[src/rtl/viterbi_pkg.sv]
// Shared definitions for the rate-1/2, K=3 hard-decision Viterbi decoder:
// generator polynomials, trellis/symbol widths, FSM states and the
// expected-symbol / Hamming-distance helpers used by the ACS units.
package viterbi_pkg;

  localparam logic [2:0] G1    = 3'b111;
  localparam logic [2:0] G2    = 3'b101;
  localparam int         SW    = 2;
  localparam int         SYM_W = 2;

  typedef logic [SW-1:0]    state_t;
  typedef logic [SYM_W-1:0] sym_t;

  typedef enum logic [1:0] {
    RECV  = 2'd0,
    TRACE = 2'd1,
    OUT   = 2'd2
  } fsm_t;

  // Encoder output when input bit b is shifted into state st = {p1, p2}.
  function automatic sym_t exp_sym(input state_t st, input logic b);
    logic [2:0] shift_s;
    shift_s = {b, st};
    return {^(shift_s & G1), ^(shift_s & G2)};
  endfunction

  // Number of differing bits between two code symbols (0..2).
  function automatic logic [1:0] hamming(input sym_t a, input sym_t b);
    sym_t diff_s;
    diff_s = a ^ b;
    return {1'b0, diff_s[1]} + {1'b0, diff_s[0]};
  endfunction

endpackage

[src/rtl/viterbi_decoder_if.sv]
// Symbol-in / bit-out stream interface of the Viterbi decoder.
// slave: decoder side, master: source/sink side.
interface viterbi_decoder_if;
  import viterbi_pkg::*;

  logic i_valid;
  sym_t i_data;
  logic i_last;
  logic o_ready;
  logic o_valid;
  logic o_data;
  logic o_last;
  logic i_ready;

  modport slave (
    input  i_valid, i_data, i_last, i_ready,
    output o_ready, o_valid, o_data, o_last
  );

  modport master (
    output i_valid, i_data, i_last, i_ready,
    input  o_ready, o_valid, o_data, o_last
  );

endinterface

[src/rtl/viterbi_acs.sv]
// Add-compare-select for one trellis next state {b, p1}. The two
// predecessors are {p1, 0} and {p1, 1}; ties resolve to p2 = 0 and the
// decision bit is the chosen p2.
module viterbi_acs
  import viterbi_pkg::*;
#(
  parameter int     PM_W       = 8,
  parameter state_t NEXT_STATE = 2'b00
) (
  input  sym_t            sym,
  input  logic [PM_W-1:0] pm_from0,
  input  logic [PM_W-1:0] pm_from1,
  output logic [PM_W-1:0] pm_new,
  output logic            dec
);

  localparam logic   IN_BIT = NEXT_STATE[1];
  localparam state_t PREV0  = {NEXT_STATE[0], 1'b0};
  localparam state_t PREV1  = {NEXT_STATE[0], 1'b1};

  logic [PM_W-1:0] cand0_s;
  logic [PM_W-1:0] cand1_s;

  // Accumulate branch metrics and keep the cheaper predecessor.
  always_comb begin
    cand0_s = pm_from0 + PM_W'(hamming(sym, exp_sym(PREV0, IN_BIT)));
    cand1_s = pm_from1 + PM_W'(hamming(sym, exp_sym(PREV1, IN_BIT)));
    if (cand1_s < cand0_s) begin
      pm_new = cand1_s;
      dec    = 1'b1;
    end else begin
      pm_new = cand0_s;
      dec    = 1'b0;
    end
  end

endmodule

[src/rtl/viterbi_decoder.sv]
// Hard-decision Viterbi decoder (G1=111, G2=101). Receives up to MAX_LEN
// symbols, traces back through the survivor RAM one step per cycle, then
// streams the decoded bits in original order.
// Optional build macro VITERBI_TAIL_EN: frame ends in two zero tail bits,
// traceback starts at state 0 and the tail bits are not output.
module viterbi_decoder
  import viterbi_pkg::*;
#(
  parameter int MAX_LEN = 64,
  parameter int PM_W    = 8
) (
  input logic i_clk,
  input logic i_rst,
  viterbi_decoder_if.slave bus
);

  localparam int IDX_W = (MAX_LEN > 1) ? $clog2(MAX_LEN) : 1;
  localparam int CNT_W = $clog2(MAX_LEN + 1);
  localparam logic [PM_W-1:0]  PM_INIT  = {2'b01, {(PM_W-2){1'b0}}};
  localparam logic [CNT_W-1:0] LAST_IDX = CNT_W'(MAX_LEN - 1);

  fsm_t             state_r, state_n;
  logic [PM_W-1:0]  pm_r      [4];
  logic [PM_W-1:0]  pm_acs_s  [4];
  logic [PM_W-1:0]  pm_norm_s [4];
  logic [3:0]       dec_s;
  logic             norm_s;
  logic [3:0]       surv_r    [MAX_LEN];
  logic             out_buf_r [MAX_LEN];
  logic [CNT_W-1:0] count_r, n_s, out_cnt_s, out_cnt_r;
  logic [IDX_W-1:0] k_r, j_r;
  state_t           tb_state_r, start_s;
  logic             o_ready_r, o_valid_r, o_data_r, o_last_r;
  logic             accept_s, frame_end_s, trace_done_s, out_hs_s, last_hs_s;

  for (genvar g = 0; g < 4; g++) begin : g_acs
    localparam state_t NS = state_t'(g);
    viterbi_acs #(.PM_W(PM_W), .NEXT_STATE(NS)) u_acs (
      .sym      (bus.i_data),
      .pm_from0 (pm_r[{NS[0], 1'b0}]),
      .pm_from1 (pm_r[{NS[0], 1'b1}]),
      .pm_new   (pm_acs_s[g]),
      .dec      (dec_s[g])
    );
  end

  assign accept_s     = (state_r == RECV) && bus.i_valid;
  assign frame_end_s  = accept_s && (bus.i_last || (count_r == LAST_IDX));
  assign trace_done_s = (state_r == TRACE) && (k_r == '0);
  assign out_hs_s     = (state_r == OUT) && o_valid_r && bus.i_ready;
  assign last_hs_s    = out_hs_s && ((CNT_W'(j_r) + CNT_W'(1)) == out_cnt_r);

  assign bus.o_ready = o_ready_r;
  assign bus.o_valid = o_valid_r;
  assign bus.o_data  = o_data_r;
  assign bus.o_last  = o_last_r;

  // Drop the common MSB once every metric has it set, so sums never wrap.
  always_comb begin
    norm_s = pm_acs_s[0][PM_W-1] & pm_acs_s[1][PM_W-1] &
             pm_acs_s[2][PM_W-1] & pm_acs_s[3][PM_W-1];
    for (int i = 0; i < 4; i++) begin
      pm_norm_s[i] = pm_acs_s[i];
      if (norm_s) begin
        pm_norm_s[i][PM_W-1] = 1'b0;
      end else begin
        pm_norm_s[i][PM_W-1] = pm_acs_s[i][PM_W-1];
      end
    end
  end

`ifdef VITERBI_TAIL_EN
  assign start_s = 2'd0;

  // Frame length and output count; the two tail bits are not emitted.
  always_comb begin
    n_s = count_r + CNT_W'(1);
    if (n_s > CNT_W'(2)) begin
      out_cnt_s = n_s - CNT_W'(2);
    end else begin
      out_cnt_s = '0;
    end
  end
`else
  // Traceback starts from the cheapest final state, lowest index on a tie.
  always_comb begin
    start_s = 2'd0;
    for (int i = 1; i < 4; i++) begin
      if (pm_norm_s[i] < pm_norm_s[start_s]) begin
        start_s = state_t'(i);
      end else begin
        start_s = start_s;
      end
    end
  end

  // Frame length and output count; every received symbol yields one bit.
  always_comb begin
    n_s       = count_r + CNT_W'(1);
    out_cnt_s = n_s;
  end
`endif

  // FSM state register.
  always_ff @(posedge i_clk or posedge i_rst) begin
    if (i_rst) state_r <= RECV;
    else       state_r <= state_n;
  end

  // FSM next-state logic.
  always_comb begin
    state_n = state_r;
    case (state_r)
      RECV: begin
        if (frame_end_s) state_n = TRACE;
        else             state_n = RECV;
      end
      TRACE: begin
        if (trace_done_s) begin
          if (out_cnt_r == '0) state_n = RECV;
          else                 state_n = OUT;
        end else begin
          state_n = TRACE;
        end
      end
      OUT: begin
        if (last_hs_s) state_n = RECV;
        else           state_n = OUT;
      end
      default: state_n = RECV;
    endcase
  end

  // Metrics, counters, traceback state and registered output stage.
  always_ff @(posedge i_clk or posedge i_rst) begin
    if (i_rst) begin
      for (int i = 0; i < 4; i++) pm_r[i] <= (i == 0) ? '0 : PM_INIT;
      count_r    <= '0;
      out_cnt_r  <= '0;
      k_r        <= '0;
      j_r        <= '0;
      tb_state_r <= 2'd0;
      o_ready_r  <= 1'b1;
      o_valid_r  <= 1'b0;
      o_data_r   <= 1'b0;
      o_last_r   <= 1'b0;
    end else begin
      o_ready_r <= (state_n == RECV);
      case (state_r)
        RECV: begin
          if (accept_s) begin
            pm_r <= pm_norm_s;
            if (frame_end_s) begin
              k_r        <= count_r[IDX_W-1:0];
              out_cnt_r  <= out_cnt_s;
              tb_state_r <= start_s;
              count_r    <= '0;
            end else begin
              count_r <= count_r + CNT_W'(1);
            end
          end
        end
        TRACE: begin
          tb_state_r <= {tb_state_r[0], surv_r[k_r][tb_state_r]};
          k_r        <= k_r - IDX_W'(1);
          if (trace_done_s) begin
            j_r <= '0;
            if (out_cnt_r == '0) begin
              for (int i = 0; i < 4; i++) pm_r[i] <= (i == 0) ? '0 : PM_INIT;
            end else begin
              o_valid_r <= 1'b1;
              o_data_r  <= tb_state_r[1];
              o_last_r  <= (out_cnt_r == CNT_W'(1));
            end
          end
        end
        OUT: begin
          if (out_hs_s) begin
            if (last_hs_s) begin
              o_valid_r <= 1'b0;
              o_data_r  <= 1'b0;
              o_last_r  <= 1'b0;
              for (int i = 0; i < 4; i++) pm_r[i] <= (i == 0) ? '0 : PM_INIT;
            end else begin
              j_r      <= j_r + IDX_W'(1);
              o_data_r <= out_buf_r[j_r + IDX_W'(1)];
              o_last_r <= ((CNT_W'(j_r) + CNT_W'(2)) == out_cnt_r);
            end
          end
        end
        default: ;
      endcase
    end
  end

  // Survivor RAM: four decision bits per accepted symbol.
  always_ff @(posedge i_clk) begin
    if (accept_s) surv_r[count_r[IDX_W-1:0]] <= dec_s;
  end

  // Output buffer filled back-to-front by the traceback.
  always_ff @(posedge i_clk) begin
    if (state_r == TRACE) out_buf_r[k_r] <= tb_state_r[1];
  end

endmodule

[src/flat_wrapper.sv]
// flat-port wrapper written by rule: the top's interface ports become plain ports
module viterbi_decoder_flat import viterbi_pkg::*;
#(
  parameter int MAX_LEN = 64,
  parameter int PM_W    = 8
)
  (i_clk, i_rst, bus_i_valid, bus_i_data, bus_i_last, bus_i_ready, bus_o_ready, bus_o_valid, bus_o_data, bus_o_last);
  viterbi_decoder_if bus_i ();
  input logic i_clk;
  input logic i_rst;
  input wire logic [$bits(bus_i.i_valid)-1:0] bus_i_valid;
  input wire logic [$bits(bus_i.i_data)-1:0] bus_i_data;
  input wire logic [$bits(bus_i.i_last)-1:0] bus_i_last;
  input wire logic [$bits(bus_i.i_ready)-1:0] bus_i_ready;
  output wire logic [$bits(bus_i.o_ready)-1:0] bus_o_ready;
  output wire logic [$bits(bus_i.o_valid)-1:0] bus_o_valid;
  output wire logic [$bits(bus_i.o_data)-1:0] bus_o_data;
  output wire logic [$bits(bus_i.o_last)-1:0] bus_o_last;
  assign bus_i.i_valid = bus_i_valid;
  assign bus_i.i_data = bus_i_data;
  assign bus_i.i_last = bus_i_last;
  assign bus_i.i_ready = bus_i_ready;
  assign bus_o_ready = bus_i.o_ready;
  assign bus_o_valid = bus_i.o_valid;
  assign bus_o_data = bus_i.o_data;
  assign bus_o_last = bus_i.o_last;
  viterbi_decoder #(.MAX_LEN(MAX_LEN), .PM_W(PM_W)) u_core (.i_clk(i_clk), .i_rst(i_rst), .bus(bus_i));
endmodule
[config.mk]
export PLATFORM = sky130hd
export DESIGN_NAME = viterbi_decoder_flat
export DESIGN_NICKNAME = d
export VERILOG_FILES = /design/src/rtl/viterbi_pkg.sv /design/src/rtl/viterbi_decoder_if.sv /design/src/rtl/viterbi_acs.sv /design/src/rtl/viterbi_decoder.sv /design/src/flat_wrapper.sv
export SDC_FILE = /design/constraint.sdc
export NUM_CORES = 1
export LEC_CHECK = 0
export ABC_AREA = 1
export CAP_MARGIN = 20
export CORE_MARGIN = 1.5
export CORE_UTILIZATION = 36
export DETAILED_ROUTE_END_ITERATION = 16
export PLACE_DENSITY = 0.51
export SETUP_SLACK_MARGIN = 0.5
export SYNTH_ARGS = -nofsm -noshare
export SYNTH_HDL_FRONTEND = slang
export SYNTH_SLANG_ARGS = --single-unit
[constraint.sdc]
create_clock -name i_clk -period 9.43 [get_ports i_clk]
set_input_delay 2.829 -clock i_clk [delete_from_list [all_inputs] [get_ports i_clk]]
set_output_delay 2.829 -clock i_clk [all_outputs]
set_load 0.01 [all_outputs]
# After elaboration in Yosys (flattened, before gate mapping)
# Memories as Yosys holds them, arrays and structs flattened.
# Index checks and enable logic that the tools add are counted.
# op_classes
addsub,17
order_cmp,10
eq_ne,14
mux,64
n_bitwise,8
n_reduce_logical,21
# op_table
op,count
two-way mux 32 bit,5
case mux 32 bit (3 select lines),1
adder 8 x 2 -> 8 bit,8
two-way mux 8 bit,8
less-than comparator 8 bit,7
binary-select mux 8 bit (select 2 bit),2
two-way mux 6 bit,5
two-way mux 1 bit,27
case mux 6 bit (2 select lines),2
equality test 7 bit,2
two-way mux 2 bit,7
!= test 2 x 1 -> 1 bit (second input constant),6
adder 1 x 1 -> 2 bit,4
AND reduction 4 bit,2
adder 6 x 1 -> 7 bit (second input constant),1
adder 6 x 2 -> 7 bit (second input constant),1
adder 7 x 1 -> 7 bit (second input constant),1
equality test 7 x 1 -> 1 bit (second input constant),1
equality test 7 x 6 -> 1 bit (second input constant),1
zero test 7 bit,1
two-way mux 7 bit,1
adder 6 x 1 -> 6 bit (second input constant),1
>= comparator 3 bit (second input constant),2
logical AND 1 bit,6
other kinds (23),32
# word_totals
reg_bits,66
mem_bits_rw,320
in_bits,7
out_inout_bits,4
wordCells,150
memories,2
# memory_table
memory,words,width,rd,rd_clocked_by_memory_dff,wr,line,source
u_core.surv_r,64,4,1,0,1,viterbi_decoder.sv:28,logic [3:0] surv_r [MAX_LEN];
u_core.out_buf_r,64,1,1,0,1,viterbi_decoder.sv:29,logic out_buf_r [MAX_LEN];

# Depth between registers and ports, before layout
# Gate-level depths: netlist of the first run.
# depth
word_depth,26
mapped_depth,52
ltp_nobuf,51

# By module
# Synthesis of the first run repeated with hierarchy kept, for this count alone.
# unflattened
hier_cells,1920
area_unflattened_um2,19313.5
# modules_own_cells
module,instances,cells_each,area_each_um2,seq_area_each_um2
viterbi_decoder,1,1483,16703.5,11265.8
viterbi_acs (u_core.g_acs[0].u_acs),1,110,660.6,0.0
viterbi_acs (u_core.g_acs[3].u_acs),1,111,656.9,0.0
viterbi_acs (u_core.g_acs[2].u_acs),1,107,650.6,0.0
viterbi_acs (u_core.g_acs[1].u_acs),1,109,641.9,0.0

# Worst setup path after synthesis of the first run
# Ideal clock, no wire load.
# synth_path
kind,in2reg
startpoint,in bus_i_data[0]
endpoint,reg u_core.tb_state_r[0]
setup_time_ns,0.073
arrival_ns,9.563
required_time_ns,9.357
slack_ns,-0.206
path_stages,40
path_buffers,3
path_cell_list,inv_1 ha_1 inv_1 ha_1 nand2_1 a21oi_1 nand2_1 xor2_1 ha_1 a21oi_1 nor2_1 a211oi_1 nand2_1 inv_1 clkbuf_1 o21ai_0 ha_1 nand2_1 (+4 left out) nand2_2 clkbuf_1 nand2_1 o21ai_0 ha_1 a21oi_1 nor2_1 a211oi_1 nand2_2 clkbuf_1 nand2_1 o21ai_0 ha_1 a21oi_1 nor2_1 a211oi_1 nand3_1 a21oi_2
# synth_via
elab_chain_len,26
elab_cells_between_ends,46
classes_between,12 x add/sub; 7 x order compare; 20 x mux; 7 x bitwise
# synth_lines
element,line,source
from (decl),flat_wrapper.sv:12,input wire logic [$bits(bus_i.i_data)-1:0] bus_i_data;
inverter 2 bit (no source line) or inverter 1 bit (tied branches),-,
adder 1 x 1 -> 2 bit,viterbi_pkg.sv:31,"return {1'b0, diff_s[1]} + {1'b0, diff_s[0]};"
adder 8 x 2 -> 8 bit,viterbi_acs.sv:27,"cand1_s = pm_from1 + PM_W'(hamming(sym, exp_sym(PREV1, IN_BIT)));"
less-than comparator 8 bit,viterbi_acs.sv:28,if (cand1_s < cand0_s) begin
two-way mux 8 bit,viterbi_acs.sv:28,
bitwise AND 1 bit (2 in a row),viterbi_decoder.sv:60,norm_s = pm_acs_s[0][PM_W-1] & pm_acs_s[1][PM_W-1] &
bitwise AND 1 bit,viterbi_decoder.sv:61,pm_acs_s[2][PM_W-1] & pm_acs_s[3][PM_W-1];
two-way mux 1 bit,viterbi_decoder.sv:64,if (norm_s) begin
(+8 left out),-,
inverter 2 -> 3 bit (implied by the code),viterbi_decoder.sv:89,if (pm_norm_s[i] < pm_norm_s[start_s]) begin
binary-select mux 8 bit (select 2 bit),viterbi_decoder.sv:89,
two-way mux 8 bit (implied by the code) (2 in a row),viterbi_decoder.sv:89,
less-than comparator 8 bit,viterbi_decoder.sv:89,
two-way mux 2 bit *,viterbi_decoder.sv:89,
two-way mux 2 bit *,viterbi_decoder.sv:153,if (frame_end_s) begin
two-way mux 2 bit *,viterbi_decoder.sv:151,if (accept_s) begin
case mux 2 bit (2 select lines) *,viterbi_decoder.sv:149,case (state_r)
to (signal assigned),viterbi_decoder.sv:156,tb_state_r <= start_s;
to (signal assigned),viterbi_decoder.sv:164,"tb_state_r <= {tb_state_r[0], surv_r[k_r][tb_state_r]};"
to (decl),viterbi_decoder.sv:32,"state_t tb_state_r, start_s;"
# Mark *: on every way between the ends. The rest lies on a longest branch, timed or not. The select of a mux whose other input is x is not followed.
# A chain may end at the register's enable or synchronous reset.

# Worst setup path after layout of the first run
# layout_path
startpoint,in bus_i_data[1]
endpoint,reg u_core.tb_state_r[0]
# layout_via
elab_chain_len,26
elab_cells_between_ends,46
classes_between,12 x add/sub; 7 x order compare; 20 x mux; 7 x bitwise
# layout_lines
element,line
inverter 2 bit (no source line) or inverter 1 bit (tied branches),-
adder 1 x 1 -> 2 bit,viterbi_pkg.sv:31
"adder 8 x 2 -> 8 bit, on equally long branches","viterbi_acs.sv:27, viterbi_acs.sv:26"
less-than comparator 8 bit,viterbi_acs.sv:28
two-way mux 8 bit,viterbi_acs.sv:28
bitwise AND 1 bit (2 in a row),viterbi_decoder.sv:60
bitwise AND 1 bit,viterbi_decoder.sv:61
two-way mux 1 bit,viterbi_decoder.sv:64
(+8 left out),-
inverter 2 -> 3 bit (implied by the code),viterbi_decoder.sv:89
binary-select mux 8 bit (select 2 bit),viterbi_decoder.sv:89
two-way mux 8 bit (implied by the code) (2 in a row),viterbi_decoder.sv:89
less-than comparator 8 bit,viterbi_decoder.sv:89
two-way mux 2 bit *,viterbi_decoder.sv:89
two-way mux 2 bit *,viterbi_decoder.sv:153
two-way mux 2 bit *,viterbi_decoder.sv:151
case mux 2 bit (2 select lines) *,viterbi_decoder.sv:149
# Marked as above.

==> impl_table.tex, run 1 <==
\begin{tabular}{lr}
\hline
Metric & Value \\
\hline
\multicolumn{2}{l}{\textbf{Outcome}} \\
\quad Outcome & finished clean \\
\multicolumn{2}{l}{\textbf{Final layout}} \\
\quad Antenna fix cells & 0 \\
\quad Multi-input gate area in the final layout & 0.00679 mm² \\
\quad Final Util & 0.418 \\
\quad Final design instance area without fill & 0.0214 mm² \\
\quad Filler cells & 4883 \\
\quad Number of nets in the finished design & 1911 \\
\quad Fraction of layout cells with a size suffix above 1 & 0.100 \\
\quad Signed area change from the synthesized netlist to the final layout & 15.1\% \\
\quad Highest-count cells in the layout ignoring fill and taps & sky130\_fd\_sc\_hd\_\_nand2\_1 (373), sky130\_fd\_sc\_hd\_\_edfxtp\_1 (320), sky130\_fd\_sc\_hd\_\_nor2\_1 (183) \\
\quad Reg area & 0.0113 mm² \\
\quad Most common cell after layout, fill and taps aside & sky130\_fd\_sc\_hd\_\_nand2\_1 \\
\multicolumn{2}{l}{\textbf{Clocking}} \\
\quad Clock tree from TritonCTS & done \\
\quad CTS Buf Count & 42 \\
\quad CTS Root Buffer Type & sky130\_fd\_sc\_hd\_\_clkbuf\_16 \\
\quad H-tree level count & 2 \\
\quad CTS clock-pin slew for the worst setup and hold paths & around 60 ps \\
\quad Clock network latency to the later pin of the worst-skew pair & $\sim$600 ps \\
\quad Count of clock tree sinks & between 300 and 400 \\
\quad Total of hold buffers inserted after clock tree synthesis & 0 \\
\quad Largest buffer count on any clock path & 3 \\
\multicolumn{2}{l}{\textbf{Timing}} \\
\quad Final min period & 8530 ps \\
\quad Worst setup slack after layout & approximately 900 ps \\
\quad Hold Vio Cnt, Final & 0 \\
\quad Hold\_ws & 510 ps \\
\quad Slew margin rel. & 0.296 \\
\quad Count of final max-slew check failures & 0 \\
\quad Worst Max-Slew Pin Slew & 1050 ps \\
\quad Final worst path period share & 0.904 \\
\quad Number of endpoints failing setup at the final stage & 0 \\
\quad Clock skew & 24.4 ps \\
\quad Maximum clock frequency & 117 MHz \\
\quad Setup repair after global routing missed its margin & no \\
\multicolumn{2}{l}{\textbf{Global routing}} \\
\quad Largest net degree at the start of global routing & 69 \\
\quad Number of antenna violations at the first check in global routing & 0 \\
\quad Via count of the first global-routing pass & 13330 \\
\quad First-pass GRT wire length & 79.1 mm \\
\quad Aggregate global-route resource usage & 0.193 \\
\quad Overflow left after global routing & 0 \\
\multicolumn{2}{l}{\textbf{Hold path}} \\
\quad Endpoint, Worst Hold & u\_core.pm\_r[0]\$\_DFFE\_PP0P\_ \\
\quad Worst Min Path Start & u\_core.pm\_r[0]\$\_DFFE\_PP0P\_ \\
\quad Cell depth of the worst hold path & 2 \\
\quad Worst hold path type & register to register \\
\multicolumn{2}{l}{\textbf{Floorplanning}} \\
\quad Cell Rows & 83 \\
\quad Die Footprint & 0.0531 mm² \\
\quad Die outline height & 230 µm \\
\quad Count of boundary I/O pins & 11 \\
\quad Core Box Area & a little over 0.05 mm² \\
\quad Die Width & approximately 230 µm \\
\quad Initial cell density of the core & 0.363 \\
\multicolumn{2}{l}{\textbf{Synthesis}} \\
\quad Seq cells post-synth & $\sim$390 \\
\quad Xor and xnor area share after synthesis & 0.0297 \\
\quad Async set-or-reset flop fraction in the synthesized netlist & 0.171 \\
\quad Cell area after technology mapping & 0.0186 mm² \\
\quad Count of flip-flops with a built-in enable after synthesis & between 300 and 400 \\
\quad Share of synthesized cell area in and, or, nand and nor gates & 0.155 \\
\quad Yosys Warn Count & 0 \\
\quad Primary flip-flop cell chosen by synthesis mapping & sky130\_fd\_sc\_hd\_\_edfxtp\_1 \\
\quad Average instance area after synthesis & 10.5 µm² \\
\quad Multiplexer share of the synthesized area & 0 \\
\quad Number of unique standard cell types used by synthesis & 43 \\
\quad Post-synth net total & 1852 \\
\quad Post-synthesis instance total & 1770 \\
\quad Adder-Cell Fraction of Synth Area & 0.0504 \\
\quad Main combinational cell family by area after synthesis & simple AND/OR/NAND/NOR gates \\
\quad Compound-gate portion of the synthesized area & 0.117 \\
\quad Share of synthesized area occupied by flip-flops and latches & 0.605 \\
\multicolumn{2}{l}{\textbf{Critical path}} \\
\quad Launch point of the worst reg-to-reg path & u\_core.pm\_r[24]\$\_DFFE\_PP0P\_ \\
\quad Maximum fanout encountered on the critical timing path & 7 \\
\quad Setup slack of the most critical reg-to-reg path & 3600 ps \\
\quad Setup Crit Path Kind & primary input to register \\
\quad Worst reg2reg path endpoint & u\_core.tb\_state\_r[0]\$\_DFFE\_PP0P\_ \\
\quad Register-to-Register Path Depth & 39 \\
\quad Type of destination of the critical path & register \\
\quad Required time reported for the critical path endpoint & $\sim$10000 ps \\
\quad Slowest stage delay, CP & 480 ps \\
\quad Top cell family by delay on the critical path & compound AO/OA/AOI/OAI gates \\
\quad Highest-delay cell along the critical path & sky130\_fd\_sc\_hd\_\_clkdlybuf4s50\_1 \\
\quad Critical Path Start Type & primary input \\
\quad Bufs and invs on worst path & 8 \\
\quad Most frequent CP cell & sky130\_fd\_sc\_hd\_\_nand2\_1 \\
\quad Data arrival at the endpoint of the critical path & about 9000 ps \\
\multicolumn{2}{l}{\textbf{Placement}} \\
\quad Placed cell area & 0.0198 mm² \\
\quad Count of port buffers added during placement & 10 \\
\quad Detailed placer's ending HPWL & 33.3 mm \\
\quad Worst setup slack before clock tree synthesis & -148 ps \\
\quad Weighted congestion reported at the end of routability-driven placement & 0.848 \\
\multicolumn{2}{l}{\textbf{Routing}} \\
\quad DRC errors left & 0 \\
\quad Post-DR wirelength/cell & $\sim$20 µm \\
\quad First-pass DRT Iterations & 6 \\
\quad Post-route antenna net violation count & 0 \\
\quad Total wire length after detailed routing & 50.7 mm \\
\quad Via count & 13323 \\
\quad DR vias/cell & 5.24 \\
\quad Number of design-rule violations left by the first detailed-router iteration & 1118 \\
\multicolumn{2}{l}{\textbf{Run}} \\
\quad Max-cap violations & 0 \\
\hline
\end{tabular}
==> worst max path at each step <==
| stage | from | endpoint | slack, ps | cells after the start |
|---|---|---|---|---|
| after floorplan | bus_i_data[0] | u_core.tb_state_r[0]$_DFFE_PP0P_ | 510 | 43 |
| after detailed placement | bus_i_data[1] | u_core.tb_state_r[0]$_DFFE_PP0P_ | -150 | 40 |
| after global routing | bus_i_data[1] | u_core.tb_state_r[1]$_DFFE_PP0P_ | 440 | 47 |
| final | bus_i_data[1] | u_core.tb_state_r[0]$_DFFE_PP0P_ | 900 | 42 |
| after global placement | bus_i_data[0] | u_core.tb_state_r[1]$_DFFE_PP0P_ | 150 | 45 |
| after CTS | bus_i_data[1] | u_core.tb_state_r[0]$_DFFE_PP0P_ | 550 | 40 |
==> kinds of logic (layout without fill, tap and decap cells) <==
kind of cell    count (synthesis)  after routing
compound gates                334            334
xor+xnor                       63             63
fa+ha+maj                      75             75
buf+inv                       210            299
flops                         386            386
simple gates                  702            704
==> sequential cells by signal (all words and copies together) (netlist names), 6 cells and up <==
register / flops
u_core.surv_r: 256
u_core.k_r: 6
u_core.out_cnt_r: 7
u_core.count_r: 7
u_core.pm_r: 32
u_core.out_buf_r: 64
u_core.j_r: 6
==> Yosys cell counts, drive strengths merged (6+ instances only) <==
| cell | instances | area, µm² |
|---|---|---|
| a22oi | 44 | 330 |
| o21ai | 94 | 470 |
| buf | 6 | 28.8 |
| xnor2 | 6 | 52.6 |
| nand2 | 385 | 1470 |
| a22o | 35 | 307 |
| inv | 142 | 533 |
| o22ai | 15 | 93.8 |
| nor2 | 192 | 721 |
| nand4 | 39 | 244 |
| nor3 | 21 | 116 |
| dfrtp | 62 | 1550 |
| a21oi | 75 | 379 |
| o311ai | 6 | 52.6 |
| ha | 75 | 938 |
| nand3 | 62 | 315 |
| a221oi | 30 | 263 |
| xor2 | 57 | 499 |
| a211oi | 8 | 60.1 |
| edfxtp | 320 | 9610 |
| clkbuf | 52 | 195 |
| clkinv | 10 | 37.5 |
==> layout make-up <==
class                           instances  area share
Clock inverter                         27      0.0138
Clock buffer                           49      0.0503
Inverter                              152      0.0268
Timing Repair Buffer                   71      0.0266
Sequential cell                       386       0.526
Tap cell                              680      0.0397
Multi-Input combinational cell       1176       0.317
==> routing by layer <==
| metal | share of wire | GRT usage | up-vias |
|---|---|---|---|
| met5 | 0 | 0 | - |
| met4 | 0.028 | 0.0660 | 0 |
| met3 | 0.041 | 0.0271 | 83 |
| met2 | 0.48 | 0.320 | 278 |
| met1 | 0.45 | 0.261 | 6567 |
| li1 | - | - | 6395 |
==> worst reg2reg max path, delay by kind of cell (launching register included) <==
kind,cells,cell delay (ps)
compound gates,12,1830
fa+ha+maj,5,1340
simple gates,15,1330
buf+inv,6,620
flops,1,420
xor+xnor,1,240
==> what timing repair did <==
item,CTS,global route
pin swaps,0,9
cloned,0,2
resized for setup,1,52
endpoints found under the setup margin,2,2
buffers inserted,0,5
==> stage by stage <==
stage,setup TNS [ps],cells
after floorplan,0,1770
after global placement,0,2456
after detailed placement,-289,2456
after CTS,0,2532
after global routing,0,2541
final,0,2541
Power of run 1 is left out: the tool's default activity adds up to more than one toggle a clock period on the data nets, which glitch-free logic cannot reach.
==> run 2: changes to the inputs <==
--- a/config.mk
+++ b/config.mk
@@ -5,7 +5,6 @@
 export SDC_FILE = /design/constraint.sdc
 export NUM_CORES = 1
 export LEC_CHECK = 0
-export ABC_AREA = 1
 export CAP_MARGIN = 20
 export CORE_MARGIN = 1.5
 export CORE_UTILIZATION = 36
==> run 2 against run 1 <==
Critical path depth is 15 higher. Cell count is 1.3% lower. Critical endpoint unchanged. The flow now finishes with violations (setup timing). Register-to-register slack worse by 2400 ps. Via count is 3.8% higher. Fmax is 18% lower.
==> impl_table.tex, run 2 <==
\begin{tabular}{lr}
\hline
Metric & Value \\
\hline
\multicolumn{2}{l}{\textbf{Outcome}} \\
\quad Outcome & finished, violations left \\
\quad Violations in the final reports & setup timing \\
\multicolumn{2}{l}{\textbf{Clocking}} \\
\quad H-tree level count & 2 (unchanged) \\
\quad Largest buffer count on any clock path & 3 (unchanged) \\
\quad CTS clock-pin slew for the worst setup and hold paths & 60 ps (about the same) \\
\quad Total of hold buffers inserted after clock tree synthesis & 0 (unchanged) \\
\quad CTS Root Buffer Type & sky130\_fd\_sc\_hd\_\_clkbuf\_16 \\
\quad Count of clock tree sinks & 386 (unchanged) \\
\quad Clock tree from TritonCTS & done \\
\quad Clock network latency to the later pin of the worst-skew pair & 600 ps (about the same) \\
\quad CTS Buf Count & 44 (+4.8\%) \\
\multicolumn{2}{l}{\textbf{Global routing}} \\
\quad Aggregate global-route resource usage & 0.197 (+0.00371) \\
\quad Overflow left after global routing & 0 (unchanged) \\
\quad Number of antenna violations at the first check in global routing & 0 (unchanged) \\
\quad Largest net degree at the start of global routing & 70 (+1.4\%) \\
\quad Via count of the first global-routing pass & 13637 (+2.3\%) \\
\quad First-pass GRT wire length & 84.5 mm (+6.9\%) \\
\multicolumn{2}{l}{\textbf{Timing}} \\
\quad Slew margin rel. & 0.219 (-0.0773) \\
\quad Final min period & 10370 ps (+1850 ps) \\
\quad Count of final max-slew check failures & 0 (unchanged) \\
\quad Hold\_ws & 492 ps (-18.5 ps) \\
\quad Hold Vio Cnt, Final & 0 (unchanged) \\
\quad Maximum clock frequency & 96.4 MHz (-18\%) \\
\quad Setup repair after global routing missed its margin & yes \\
\quad Clock skew & 53.8 ps (+29.4 ps) \\
\quad Worst setup slack after layout & -945 ps (-1850 ps) \\
\quad Worst Max-Slew Pin Slew & 1170 ps (+122 ps) \\
\quad Final worst path period share & 1.10 (+0.196) \\
\quad Number of endpoints failing setup at the final stage & 2 (+2) \\
\multicolumn{2}{l}{\textbf{Final layout}} \\
\quad Flip-flop count of the largest register, all copies and words added & 256 (unchanged) \\
\quad Antenna fix cells & 0 (unchanged) \\
\quad Most common cell after layout, fill and taps aside & sky130\_fd\_sc\_hd\_\_edfxtp\_1 \\
\quad Filler cells & 4981 (+2.0\%) \\
\quad Number of nets in the finished design & 1861 (-2.6\%) \\
\quad Fraction of layout cells with a size suffix above 1 & 0.229 (+0.129) \\
\quad Highest-count cells in the layout ignoring fill and taps & sky130\_fd\_sc\_hd\_\_edfxtp\_1 (320), sky130\_fd\_sc\_hd\_\_buf\_4 (190), sky130\_fd\_sc\_hd\_\_nor2\_1 (186) \\
\quad Signed area change from the synthesized netlist to the final layout & 19.7\% \\
\multicolumn{2}{l}{\textbf{Synthesis}} \\
\quad Top cell type's share of synthesized area & 0.489 (-0.0273) \\
\quad Average instance area after synthesis & 12.2 µm² (+16\%) \\
\quad List of most frequent post-synthesis cells & sky130\_fd\_sc\_hd\_\_edfxtp\_1 (320), sky130\_fd\_sc\_hd\_\_nor2\_1 (186), sky130\_fd\_sc\_hd\_\_nand2\_1 (137) \\
\quad Post-synth net total & 1694 (-8.5\%) \\
\quad Primary flip-flop cell chosen by synthesis mapping & sky130\_fd\_sc\_hd\_\_edfxtp\_1 \\
\quad Cell with the most instances after synthesis & sky130\_fd\_sc\_hd\_\_edfxtp\_1 \\
\quad Dominant cells by area after synthesis & sky130\_fd\_sc\_hd\_\_edfxtp\_1 (49\%), sky130\_fd\_sc\_hd\_\_dfrtp\_1 (7.9\%), sky130\_fd\_sc\_hd\_\_ha\_1 (4.8\%), sky130\_fd\_sc\_hd\_\_mux4\_2 (4.0\%), sky130\_fd\_sc\_hd\_\_nor2\_1 (3.6\%) \\
\quad Multiplexer share of the synthesized area & 0.0920 (+0.0920) \\
\quad Cell area after technology mapping & 0.0196 mm² (+5.6\%) \\
\quad Async set-or-reset flop fraction in the synthesized netlist & 0.171 (unchanged) \\
\quad Adder-Cell Fraction of Synth Area & 0.0478 (-0.00266) \\
\quad Seq cells post-synth & 386 (unchanged) \\
\quad Leading area contributor after synthesis & sky130\_fd\_sc\_hd\_\_edfxtp\_1 \\
\quad Yosys Warn Count & 0 (unchanged) \\
\quad Share of synthesized cell area in and, or, nand and nor gates & 0.114 (-0.0413) \\
\quad Xor and xnor area share after synthesis & 0.0361 (+0.00646) \\
\quad Compound-gate portion of the synthesized area & 0.107 (-0.00991) \\
\quad Count of flip-flops with a built-in enable after synthesis & 320 (unchanged) \\
\quad Post-synthesis instance total & 1612 (-8.9\%) \\
\quad Number of unique standard cell types used by synthesis & 78 (+81\%) \\
\quad Main combinational cell family by area after synthesis & simple AND/OR/NAND/NOR gates \\
\quad Share of synthesized area occupied by flip-flops and latches & 0.574 (-0.0320) \\
\multicolumn{2}{l}{\textbf{Routing}} \\
\quad Post-DR wirelength/cell & 22.0 µm (+10\%) \\
\quad DRC errors left & 0 (unchanged) \\
\quad Via count & 13832 (+3.8\%) \\
\quad DR vias/cell & 5.51 (+5.1\%) \\
\quad First-pass DRT Iterations & 5 (-1) \\
\quad Number of design-rule violations left by the first detailed-router iteration & 1158 (+3.6\%) \\
\quad Total wire length after detailed routing & 55.2 mm (+8.9\%) \\
\quad Post-route antenna net violation count & 0 (unchanged) \\
\multicolumn{2}{l}{\textbf{Floorplanning}} \\
\quad Initial cell density of the core & 0.364 (+0.000886) \\
\quad Die outline height & 237 µm (+2.7\%) \\
\quad Die Width & 237 µm (+2.7\%) \\
\quad Die Footprint & 0.0560 mm² (+5.5\%) \\
\quad Core Box Area & 0.0539 mm² (+5.3\%) \\
\quad Count of boundary I/O pins & 11 (unchanged) \\
\quad Cell Rows & 85 (+2.4\%) \\
\multicolumn{2}{l}{\textbf{Critical path}} \\
\quad Setup slack of the most critical reg-to-reg path & 1160 ps (-2440 ps) \\
\quad Maximum fanout encountered on the critical timing path & 6 (-1) \\
\quad Highest-delay cell along the critical path & sky130\_fd\_sc\_hd\_\_ha\_4 \\
\quad Most frequent CP cell & sky130\_fd\_sc\_hd\_\_buf\_4 \\
\quad Worst Setup SP & bus\_i\_data[0] \\
\quad Type of destination of the critical path & register \\
\quad Slowest stage delay, CP & 290 ps (-190 ps) \\
\quad Endpoint of the most critical setup path & u\_core.tb\_state\_r[0]\$\_DFFE\_PP0P\_ \\
\quad Launch point of the worst reg-to-reg path & u\_core.pm\_r[17]\$\_DFFE\_PP0P\_ \\
\quad Register-to-Register Path Depth & 53 (+36\%) \\
\quad Worst reg2reg path endpoint & u\_core.tb\_state\_r[0]\$\_DFFE\_PP0P\_ \\
\quad Critical Path Start Type & primary input \\
\quad Required time reported for the critical path endpoint & 9900 ps (-30 ps) \\
\quad Data arrival at the endpoint of the critical path & 10840 ps (+1810 ps) \\
\quad Setup Crit Path Kind & primary input to register \\
\multicolumn{2}{l}{\textbf{Run}} \\
\quad Max-cap violations & 0 (unchanged) \\
\multicolumn{2}{l}{\textbf{Placement}} \\
\quad Weighted congestion reported at the end of routability-driven placement & 0.822 (-3.1\%) \\
\quad Count of port buffers added during placement & 10 (unchanged) \\
\quad Detailed placer's ending HPWL & 36.6 mm (+10\%) \\
\multicolumn{2}{l}{\textbf{Hold path}} \\
\quad Worst hold path type & register to register \\
\hline
\end{tabular}
## run 2: changes by cell type after synthesis, sizes merged, moves of 28 or more
cell	delta
mux4	+37
buf	+28
mux2i	+48
inv	-90
nand2	-248
xnor2	+35
mux2	+42
## run 2: area by class of cell
class	instances	area [µm²]	area share
well taps	696	871	0.0370
clock buffers	52	1130	0.0481
repair buffers	205	1600	0.0680
clock inverters	28	288	0.0122
inverters	55	219	0.00931
flip-flops and latches	386	11300	0.479
multi-input cells	1087	8130	0.346
## run 2: worst min path at each step
stage / start / to / slack, ps / depth (start not counted)
2_1_floorplan: u_core.pm_r[0]$_DFFE_PP0P_ / u_core.pm_r[0]$_DFFE_PP0P_ / 460 / 2
3_3_place_gp: u_core.pm_r[8]$_DFFE_PP0P_ / u_core.pm_r[8]$_DFFE_PP0P_ / 480 / 2
3_5_place_dp: u_core.pm_r[0]$_DFFE_PP0P_ / u_core.pm_r[0]$_DFFE_PP0P_ / 480 / 2
4_1_cts: u_core.pm_r[8]$_DFFE_PP0P_ / u_core.pm_r[8]$_DFFE_PP0P_ / 500 / 2
5_1_grt: u_core.pm_r[8]$_DFFE_PP0P_ / u_core.pm_r[8]$_DFFE_PP0P_ / 540 / 2
6_report: u_core.pm_r[0]$_DFFE_PP0P_ / u_core.pm_r[0]$_DFFE_PP0P_ / 490 / 2
## run 2: what timing repair did
| item | CTS | global route |
|---|---|---|
| gates resized for setup | 34 | 25 |
| setup buffers | 29 | 2 |
| pin swaps | 25 | 24 |
| setup endpoints to repair | 2 | 2 |
## run 2: critical path: cells and delay by family
family | cells | cell delay, ps
adders and majority gates | 5 | 1190
muxes | 1 | 270
AOI/OAI and AO/OA | 14 | 2080
buffers and inverters | 26 | 3170
and+or+nand+nor | 9 | 930
xor gates and xnor gates | 2 | 360
## run 2: through the flow
stage | instances | util | TNS (ps) | setup slack, ps | area, µm²
after global placement | 2396 | 0.401 | -3640 | -1940 | 21600
after global routing | 2509 | 0.436 | -2600 | -1300 | 23500
after detailed placement | 2396 | 0.401 | -3960 | -2120 | 21600
final | 2509 | 0.436 | -1870 | -945 | 23500
after floorplan | 1612 | - | -1770 | -1020 | 19800
after CTS | 2505 | 0.433 | -1570 | -828 | 23300
## run 2: cells by family after synthesis
family | after synthesis
AND/OR/NAND/NOR | 489
AO/OA/AOI/OAI | 315
flip-flops | 386
buffers and inverters | 139
XOR/XNOR | 81
adder cells (fa/ha/maj) | 75
multiplexers | 127
## run 2: routing by layer
| metal | GRT usage | wire length [µm] | vias to the layer above |
|---|---|---|---|
| li1 | - | - | 6379 |
| met1 | 0.288 | 25600 | 6952 |
| met2 | 0.308 | 25300 | 416 |
| met3 | 0.0260 | 3030 | 85 |
| met4 | 0.0554 | 1290 | 0 |
| met5 | 0 | 0 | - |
Power of run 2 is left out for the same reason.
==> run 3: changes to the inputs <==
--- a/config.mk
+++ b/config.mk
@@ -9,6 +9,7 @@
 export CORE_MARGIN = 1.5
 export CORE_UTILIZATION = 36
 export DETAILED_ROUTE_END_ITERATION = 16
+export GPL_TIMING_DRIVEN = 0
 export PLACE_DENSITY = 0.51
 export SETUP_SLACK_MARGIN = 0.5
 export SYNTH_ARGS = -nofsm -noshare
==> constraint.sdc (replaced) <==
create_clock -name i_clk -period 9.43 [get_ports i_clk]
set_input_delay 2.829 -clock i_clk [delete_from_list [all_inputs] [get_ports i_clk]]
set_output_delay 2.829 -clock i_clk [all_outputs]
set_load 0.1 [all_outputs]
==> run 3 against run 2 <==
Fmax fell by 2.4%. The run still ends with setup timing left. Global-route usage rose by 1.7 points. Worst hold slack improved by 28 ps. Utilization fell by 0.37 points. Critical path depth fell by 1. Count of clock-buffer cells in the layout rose by 2. Largest cell class unchanged. Highest routed layer unchanged. Clock skew fell by 36 ps. Die area did not move. Non-clock buffer count fell by 39. Flip-flop and latch count did not move.
==> impl_table.tex, run 3 (same netlist as run 2, synthesis figures left out) <==
\begin{tabular}{lr}
\hline
Metric & Value \\
\hline
\multicolumn{2}{l}{\textbf{Routing}} \\
\quad Post-route antenna net violation count & 0 (unchanged) \\
\quad Post-DR wirelength/cell & 24.2 µm (+9.8\%) \\
\quad Via count & 13928 (+0.69\%) \\
\quad First-pass DRT Iterations & 5 (unchanged) \\
\quad Number of design-rule violations left by the first detailed-router iteration & 1274 (+10\%) \\
\quad Total wire length after detailed routing & 59.8 mm (+8.3\%) \\
\quad DRC errors left & 0 (unchanged) \\
\quad DR vias/cell & 5.63 (+2.1\%) \\
\multicolumn{2}{l}{\textbf{Floorplanning}} \\
\quad Initial cell density of the core & 0.364 (unchanged) \\
\quad Die Footprint & 0.0560 mm² (unchanged) \\
\quad Core Box Area & 0.0539 mm² (unchanged) \\
\quad Cell Rows & 85 (unchanged) \\
\quad Die Width & 237 µm (unchanged) \\
\quad Count of boundary I/O pins & 11 (unchanged) \\
\quad Die outline height & 237 µm (unchanged) \\
\multicolumn{2}{l}{\textbf{Critical path}} \\
\quad Critical Path Start Type & primary input \\
\quad Worst reg2reg path endpoint & u\_core.tb\_state\_r[0]\$\_DFFE\_PP0P\_ \\
\quad Type of destination of the critical path & register \\
\quad Required time reported for the critical path endpoint & 9940 ps (+40 ps) \\
\quad Register-to-Register Path Depth & 54 (+1.9\%) \\
\quad Setup slack of the most critical reg-to-reg path & 910 ps (-250 ps) \\
\quad Highest-delay cell along the critical path & sky130\_fd\_sc\_hd\_\_o31a\_1 \\
\quad Bufs and invs on worst path & 24 (-7.7\%) \\
\quad Most frequent CP cell & sky130\_fd\_sc\_hd\_\_buf\_4 \\
\quad Launch point of the worst reg-to-reg path & u\_core.pm\_r[17]\$\_DFFE\_PP0P\_ \\
\quad Slowest stage delay, CP & 310 ps (+20 ps) \\
\quad Maximum fanout encountered on the critical timing path & 5 (-1) \\
\quad Worst Setup SP & bus\_i\_data[1] \\
\quad Top cell family by delay on the critical path & buffers and inverters \\
\quad Setup Crit Path Kind & primary input to register \\
\quad Data arrival at the endpoint of the critical path & 11140 ps (+300 ps) \\
\multicolumn{2}{l}{\textbf{Clocking}} \\
\quad Largest buffer count on any clock path & 3 (unchanged) \\
\quad H-tree level count & 2 (unchanged) \\
\quad CTS clock-pin slew for the worst setup and hold paths & 60 ps (about the same) \\
\quad Count of clock tree sinks & 386 (unchanged) \\
\quad Clock network latency to the later pin of the worst-skew pair & 580 ps (-20 ps) \\
\quad CTS Buf Count & 44 (unchanged) \\
\quad CTS Root Buffer Type & sky130\_fd\_sc\_hd\_\_clkbuf\_16 \\
\quad Clock tree from TritonCTS & done \\
\quad Total of hold buffers inserted after clock tree synthesis & 0 (unchanged) \\
\multicolumn{2}{l}{\textbf{Global routing}} \\
\quad Via count of the first global-routing pass & 13754 (+0.86\%) \\
\quad First-pass GRT wire length & 89.4 mm (+5.8\%) \\
\quad Overflow left after global routing & 0 (unchanged) \\
\quad Largest net degree at the start of global routing & 67 (-4.3\%) \\
\quad Number of antenna violations at the first check in global routing & 1 (+1) \\
\quad Aggregate global-route resource usage & 0.214 (+0.0170) \\
\multicolumn{2}{l}{\textbf{Hold path}} \\
\quad Cell depth of the worst hold path & 2 (unchanged) \\
\quad Endpoint, Worst Hold & u\_core.pm\_r[14]\$\_DFFE\_PP1P\_ \\
\quad Worst hold path type & register to register \\
\quad Worst Min Path Start & u\_core.pm\_r[14]\$\_DFFE\_PP1P\_ \\
\multicolumn{2}{l}{\textbf{Final layout}} \\
\quad Reg area & 0.0113 mm² (about the same) \\
\quad Multi-input gate area in the final layout & 0.00832 mm² (+2.4\%) \\
\quad Fraction of layout cells with a size suffix above 1 & 0.191 (-0.0381) \\
\quad Filler cells & 5030 (+0.98\%) \\
\quad Number of nets in the finished design & 1824 (-2.0\%) \\
\quad Flip-flop count of the largest register, all copies and words added & 256 (unchanged) \\
\quad Count of non-filler cells in the finished layout & 2474 (-1.4\%) \\
\quad Highest-count cells in the layout ignoring fill and taps & sky130\_fd\_sc\_hd\_\_edfxtp\_1 (320), sky130\_fd\_sc\_hd\_\_nor2\_1 (183), sky130\_fd\_sc\_hd\_\_nand2\_1 (136) \\
\quad Most common cell after layout, fill and taps aside & sky130\_fd\_sc\_hd\_\_edfxtp\_1 \\
\quad Signed area change from the synthesized netlist to the final layout & 18.7\% \\
\quad Final design instance area without fill & 0.0233 mm² (-0.85\%) \\
\multicolumn{2}{l}{\textbf{Timing}} \\
\quad Worst setup slack after layout & -1200 ps (-259 ps) \\
\quad Setup repair after global routing missed its margin & yes \\
\quad Clock skew & 18.1 ps (-35.7 ps) \\
\quad Final min period & 10630 ps (+259 ps) \\
\quad Hold Vio Cnt, Final & 0 (unchanged) \\
\quad Worst Max-Slew Pin Slew & 1110 ps (-55.7 ps) \\
\quad Maximum clock frequency & 94.0 MHz (-2.4\%) \\
\quad Slew margin rel. & 0.255 (+0.0360) \\
\quad Count of final max-slew check failures & 0 (unchanged) \\
\quad Final worst path period share & 1.13 (+0.0275) \\
\quad Hold\_ws & 520 ps (+28.2 ps) \\
\quad Number of endpoints failing setup at the final stage & 2 (unchanged) \\
\multicolumn{2}{l}{\textbf{Placement}} \\
\quad Placed cell area & 0.0209 mm² (-3.4\%) \\
\quad Count of port buffers added during placement & 10 (unchanged) \\
\quad Worst setup slack before clock tree synthesis & -3650 ps (-1520 ps) \\
\quad Weighted congestion reported at the end of routability-driven placement & 0.907 (+10\%) \\
\quad Cell Count Post-Placement & 2322 (-3.1\%) \\
\quad Detailed placer's ending HPWL & 39.9 mm (+9.1\%) \\
\multicolumn{2}{l}{\textbf{Outcome}} \\
\quad Violations in the final reports & setup timing \\
\quad Outcome & finished, violations left \\
\multicolumn{2}{l}{\textbf{Run}} \\
\quad Max-cap violations & 0 (unchanged) \\
\hline
\end{tabular}
-- run 3: tightest hold or removal path, cell delays in order, from the launching register on --
cell	delay, ps
sky130_fd_sc_hd__dfstp_2	400
sky130_fd_sc_hd__nand2_1	50
sky130_fd_sc_hd__o21ai_0	60
-- run 3: layer usage --
| layer | track usage | vias up | share of wire |
|---|---|---|---|
| met5 | 0 | - | 0 |
| met4 | 0.0857 | 0 | 0.037 |
| met3 | 0.0365 | 121 | 0.066 |
| met2 | 0.328 | 501 | 0.45 |
| met1 | 0.302 | 7004 | 0.45 |
| li1 | - | 6302 | - |
-- run 3: area by class of cell --
type | instances | share of cell area
antenna | 1 | 0.000107
buffer | 84 | 0.0170
clock buffer | 54 | 0.0511
clock inverter | 27 | 0.0120
inverter | 55 | 0.00998
multi-input combinational | 1087 | 0.357
sequential | 386 | 0.483
tap | 696 | 0.0374
timing repair buffer | 82 | 0.0314
timing repair inverter | 2 | 0.000751
-- run 3: what timing repair did --
item | in CTS | in global routing
cloned | 2 | 0
pin swaps | 31 | 31
setup buffers | 55 | 13
gates resized for setup | 71 | 23
endpoints found under the setup margin | 2 | 2
-- run 3: worst max-delay path by stage --
| stage | end | slack (ps) | depth (start not counted) |
|---|---|---|---|
| floorplan | u_core.tb_state_r[0]$_DFFE_PP0P_ | -1020 | 47 |
| global placement | u_core.tb_state_r[0]$_DFFE_PP0P_ | -3520 | 47 |
| finish | u_core.tb_state_r[0]$_DFFE_PP0P_ | -1200 | 56 |
| global route | u_core.tb_state_r[0]$_DFFE_PP0P_ | -1650 | 46 |
| detailed placement | u_core.tb_state_r[0]$_DFFE_PP0P_ | -3650 | 46 |
| CTS | u_core.tb_state_r[0]$_DFFE_PP0P_ | -1210 | 48 |
-- run 3: per-stage QoR --
stage,setup TNS (ps),util
global route,-2970,0.432
global placement,-6710,0.385
detailed placement,-6950,0.387
finish,-2060,0.432
floorplan,-1770,-
CTS,-2020,0.428
Power of run 3 is left out for the same reason.
